$ cat src/rtl/car_controller.sv
// Car lanes for a frogger-style playfield: per-lane horizontal motion with screen wrap,
// sprite lookup against the current raster pixel, draw priority and per-frame player hits.

module car_rom (
    input  logic [4:0] PixelX,
    input  logic [3:0] PixelY,
    input  logic       Dir,
    output logic [5:0] Pixel
);
    // Sprite is drawn facing right; the caller mirrors PixelX for left-moving cars.
    always_comb begin
        Pixel = Dir ? 6'd12 : 6'd20;
        if (PixelY == 4'd0 || PixelY == 4'd15)
            Pixel = 6'd0;
        else if ((PixelX < 5'd2 || PixelX > 5'd29) && (PixelY < 4'd3 || PixelY > 4'd12))
            Pixel = 6'd0;
        else if (PixelY >= 4'd12 && ((PixelX >= 5'd4 && PixelX <= 5'd9) ||
                                     (PixelX >= 5'd22 && PixelX <= 5'd27)))
            Pixel = 6'd1;
        else if (PixelY >= 4'd3 && PixelY <= 4'd6 && PixelX >= 5'd18 && PixelX <= 5'd25)
            Pixel = 6'd33;
    end
endmodule

module car_controller #(
    parameter int         NUM_LANES              = 4,
    parameter logic [9:0] LANE_Y     [NUM_LANES] = '{10'd128, 10'd176, 10'd288, 10'd336},
    parameter logic [9:0] LANE_X0    [NUM_LANES] = '{10'd100, 10'd300, 10'd500, 10'd200},
    parameter logic [2:0] LANE_SPEED [NUM_LANES] = '{3'd1, 3'd2, 3'd3, 3'd2},
    parameter logic       LANE_DIR   [NUM_LANES] = '{1'b1, 1'b0, 1'b1, 1'b0}
) (
    input  logic       Clk,
    input  logic       Reset,
    input  logic       VSync,
    input  logic       Blank,
    input  logic       Pause,
    input  logic [9:0] DrawX,
    input  logic [9:0] DrawY,
    input  logic [5:0] P1Pixel,
    input  logic [5:0] P2Pixel,
    input  logic [9:0] P1Bottom,
    input  logic [9:0] P2Bottom,
    output logic [5:0] CarPixel,
    output logic       CarPriority,
    output logic       P1Hit,
    output logic       P2Hit
);
    localparam logic [9:0] WRAP_W = 10'd672;

    logic [9:0]           car_x     [NUM_LANES];
    logic [9:0]           next_x    [NUM_LANES];
    logic [5:0]           rom_pixel [NUM_LANES];
    logic [NUM_LANES-1:0] covers;
    logic                 vsync_q, frame_tick, h1, h2, hit1_now, hit2_now;
    logic [9:0]           car_bottom, ref_bottom;
    logic [5:0]           ref_pixel;

    // The car spans CarX-32..CarX-1, so the column offset from its left edge is
    // DrawX+32-CarX; any wrap or overflow shows up in the offset's upper bits.
    for (genvar i = 0; i < NUM_LANES; i++) begin : g_lane
        logic [10:0] x_off, y_off;
        logic [4:0]  px;

        assign x_off     = {1'b0, DrawX} + 11'd32 - {1'b0, car_x[i]};
        assign y_off     = {1'b0, DrawY} - {1'b0, LANE_Y[i]};
        assign covers[i] = (x_off[10:5] == 6'd0) && (y_off[10:4] == 7'd0);
        assign px        = LANE_DIR[i] ? x_off[4:0] : ~x_off[4:0];

        car_rom u_rom (
            .PixelX (px),
            .PixelY (y_off[3:0]),
            .Dir    (LANE_DIR[i]),
            .Pixel  (rom_pixel[i])
        );
    end

    // NOTE: every always_comb output gets a default before any branch so no latch is inferred.
    always_comb begin
        logic found;
        found      = 1'b0;
        CarPixel   = 6'd0;
        car_bottom = 10'd0;
        for (int i = 0; i < NUM_LANES; i++) begin
            if (!found && covers[i]) begin
                found      = 1'b1;
                CarPixel   = rom_pixel[i];
                car_bottom = LANE_Y[i] + 10'd15;
            end
        end
    end

    always_comb begin
        ref_pixel   = (P1Pixel != 6'd0) ? P1Pixel  : P2Pixel;
        ref_bottom  = (P1Pixel != 6'd0) ? P1Bottom : P2Bottom;
        CarPriority = (CarPixel != 6'd0) && (ref_pixel != 6'd0) && (car_bottom > ref_bottom);
        hit1_now    = Blank && (CarPixel != 6'd0) && (P1Pixel != 6'd0);
        hit2_now    = Blank && (CarPixel != 6'd0) && (P2Pixel != 6'd0);
    end

    always_comb begin
        for (int i = 0; i < NUM_LANES; i++) begin
            next_x[i] = car_x[i];
            if (LANE_DIR[i]) begin
                next_x[i] = car_x[i] + {7'd0, LANE_SPEED[i]};
                if (next_x[i] > WRAP_W - 10'd1)
                    next_x[i] = next_x[i] - WRAP_W;
            end else if (car_x[i] < {7'd0, LANE_SPEED[i]}) begin
                next_x[i] = car_x[i] + WRAP_W - {7'd0, LANE_SPEED[i]};
            end else begin
                next_x[i] = car_x[i] - {7'd0, LANE_SPEED[i]};
            end
        end
    end

    // Hits are pulsed from the accumulated flags during the tick cycle itself.
    assign P1Hit = frame_tick & h1;
    assign P2Hit = frame_tick & h2;

    // NOTE: sequential state uses non-blocking assignments so every register samples pre-edge values.
    always_ff @(posedge Clk) begin
        if (!Reset) begin
            for (int i = 0; i < NUM_LANES; i++)
                car_x[i] <= LANE_X0[i];
            vsync_q    <= 1'b1;
            frame_tick <= 1'b0;
            h1         <= 1'b0;
            h2         <= 1'b0;
        end else begin
            vsync_q    <= VSync;
            frame_tick <= vsync_q & ~VSync;
            if (frame_tick) begin
                h1 <= hit1_now;
                h2 <= hit2_now;
                if (!Pause)
                    for (int i = 0; i < NUM_LANES; i++)
                        car_x[i] <= next_x[i];
            end else begin
                h1 <= h1 | hit1_now;
                h2 <= h2 | hit2_now;
            end
        end
    end
endmodule

$ cat config.mk
export PLATFORM = sky130hd
export DESIGN_NAME = car_controller
export DESIGN_NICKNAME = d
export VERILOG_FILES = /design/src/rtl/car_controller.sv
export SDC_FILE = /design/constraint.sdc
export NUM_CORES = 1
export LEC_CHECK = 0
export BUFFER_PORTS_ARGS = -buffer_cell sky130_fd_sc_hd__buf_2
export CORE_MARGIN = 2
export CORE_UTILIZATION = 57
export CTS_BUF_LIST = sky130_fd_sc_hd__clkbuf_4 sky130_fd_sc_hd__clkbuf_8 sky130_fd_sc_hd__clkbuf_16
export DETAILED_ROUTE_END_ITERATION = 10
export PLACE_DENSITY = 0.89
export SLEW_MARGIN = 0
export SYNTH_ARGS = -nofsm -noshare
export SYNTH_HDL_FRONTEND = slang
export SYNTH_HIERARCHICAL = 1
export SYNTH_SLANG_ARGS = --single-unit
$ cat constraint.sdc
create_clock -name Clk -period 7.25 [get_ports Clk]
set_input_delay 1.45 -clock Clk [delete_from_list [all_inputs] [get_ports Clk]]
set_output_delay 1.45 -clock Clk [all_outputs]
set_load 0.02 [all_outputs]
==> summary.md <==
| Metric | Value |
|---|---|
| Outcome | completed |
| Number of buffers created by CTS | 5 |
| Req. time, crit path | 5.80 ns |
| Total track usage | 26.0% |
| Warnings, synthesis | 6 |
| Final WL | 15.6 mm |
| Area Overhead vs Synth | 13.0% |
| Crit-path max cell delay | 0.49 ns |
| Tmin final | 7.10 ns |
| Clk slew on worst S/H paths | 0.09 ns |
| Drc violations | 0 |
| Die height | around 110 um |
| Row count | 37 |
| Nets | 958 |
| Total gr overflow | 0 |
| Inserted Diodes | 0 |
| Pin count of the biggest net entering global routing | 39 |
| Top cell by count, worst path | inv_1 |
| Clk_lat worst skew | 0.31 ns |
| Hold Startpoint | vsync_q |
| Setup TNS | 0 ns |
| Buffers on Ports | 64 |
| Pleak | between 3 and 4 nW |
| # hold bufs at CTS | 0 |
| Worst slew margin | 35.0% |
| DP Cell Count | 960 |
| Final Hold Vio Count | 0 |
| MaxCap Viol Count | 0 |
| Layout cells sized above 1 | 16.0% |
| Hold/Removal Path Class | flip-flop to flip-flop |
| Total Die Area | 11,600 um^2 |
| Min setup slack post-route | 0.152 ns |
| Clock Skews | between 0.01 and 0.015 ns |
| HPWL after DPL | roughly 12 mm |
| Worst R2R End | h1 |
| Critical path cell sequence | buf_2, inv_1, ha_1, inv_1, fa_1, a21o_1, a21oi_1, xor2_1, or2b_1, a2111oi_2, a311oi_1, and3_2, a221oi_1, nand3_1, a2111oi_4, nor4_2, buf_4 |
| Die W | between 100 and 150 um |
| Least-Margin Pin Slew | 0.972 ns |
| Avg Vias per Cell | ~6 |
| Wire per inst | 16.2 um |
| Hold EP | frame_tick |
| Deepest clock path buffer count | 2 |
| R2R depth | 14 |
| Boundary pin count | 66 |
| Worst Path Max Fanout | 5 |
| Most frequent cells in the layout | 67 x nor2_1, 63 x inv_1, 63 x ha_1, 63 x buf_2, 58 x nand2_1 |
| Synth Instances | 751 |
| Maximum clock frequency | 141 MHz |
| CTS H-tree lvls | 2 |
| CP Class | input port to primary output |
| Power per cell area | 123 nW/um^2 |
| Worst R2R Setup Slack | 2.82 ns |
| Final Max Slew Viols | 0 |
| Total clock sinks | 44 |
| Worst EP arrival | 5.65 ns |
| Final period util | 97.9% |
| Number of DRC markers in iteration 0 | 518 |
| Vias in the first global route | ~5,200 |
| Syn_area_per_cell | 8.14 um^2 |
| First-pass GRT wire length | 24.5 mm |
| CP Capture Type | primary output |
| Final RePlAce weighted congestion | 1.03 |
| Worst Setup Start Kind | input port |
| TritonCTS clock tree | built |
| Vias | 5,926 |
| TritonRoute pass-1 iters | 5 |
| Core ar. | 10,400 um^2 |
| Netlist Area Pre-Place | 6110 um^2 |
| Final std cells w/o fill | 968 |
| Clk root buf | clkbuf_8 |
| Starting density of the core | about three fifths |
| Setup violations, final | 0 |
| Peak supply drop | 130 uV |
| Slowest stage cell, crit path | a2111oi_4 |
| Antenna-violating nets left | 0 |
| Place WS | -0.0540 ns |
| Initial antenna violation count | 0 |
| Commonest non-fill, non-tap cell in the layout | nor2_1 |
| Hold path cells | 2 |
| Worst r2r src | car_x[2][0] |
[through the flow]
step / util, % / cell area (um^2) / hold slack, ns / total power [mW]
2_1_floorplan: - / 6130 / 0.394 / 0.543
3_3_place_gp: 64.4 / 6670 / 0.397 / 0.621
3_5_place_dp: 64.4 / 6670 / 0.436 / 0.630
4_1_cts: 65.7 / 6820 / 0.448 / 0.837
5_1_grt: 66.6 / 6900 / 0.463 / 0.894
6_report: 66.6 / 6900 / 0.442 / 0.852
[layout make-up]
cell class / instances / area, um^2
Multi-Input combinational cell: 637 / 4650
Sequential cell: 44 / 1280
Clock inverter: 1 / 30.0
Clock buffer: 7 / 96.3
Tap cell: 136 / 170
Timing Repair Buffer: 80 / 443
Inverter: 63 / 236
Fill cell: 870 / 3470
[report_power, final]
group | switching (mW) | total (mW) | internal (mW)
clock | 0.0868 | 0.208 | 0.122
sequential | 0.00726 | 0.292 | 0.285
combinational | 0.207 | 0.351 | 0.144
total | 0.301 | 0.852 | 0.550
[state kept, by name (all words and copies together), names as in the netlist]
signal      flops
vsync_q         1
frame_tick      1
h1              1
h2              1
car_x          40
[worst max-delay path by stage]
stage	slack [ns]	startpoint	cells after the start	end
floorplan	0.43	DrawX[5]	21	CarPriority
global placement	0.03	DrawX[7]	26	CarPriority
detailed placement	-0.05	DrawX[5]	25	CarPriority
CTS	0.03	DrawX[5]	24	CarPriority
global route	-0.04	DrawX[5]	25	CarPriority
finish	0.15	DrawX[0]	17	CarPriority
[repair_timing]
item | 4_1_cts | 5_1_grt
pin swaps | 0 | 6
setup buffers | 0 | 0
endpoints found under the setup margin | 1 | 1
resized for setup | 2 | 18
[worst max-delay path, delay by kind of cell]
family | cells | cell delay, ns
AO/OA/AOI/OAI | 6 | 1.94
XOR/XNOR | 1 | 0.33
adder cells (fa/ha/maj) | 2 | 0.61
buffers and inverters | 4 | 0.48
AND/OR/NAND/NOR | 4 | 0.82
[metal layers]
layer  vias up  track usage (%)  part of all wire (%)
li1       2895                -                     -
met1      2763             36.1                    44
met2       240             43.4                    47
met3        28             1.57                   6.5
met4         0             8.33                   2.2
met5         -                0                     0
Note: power is estimated with default switching activity, not from simulation.
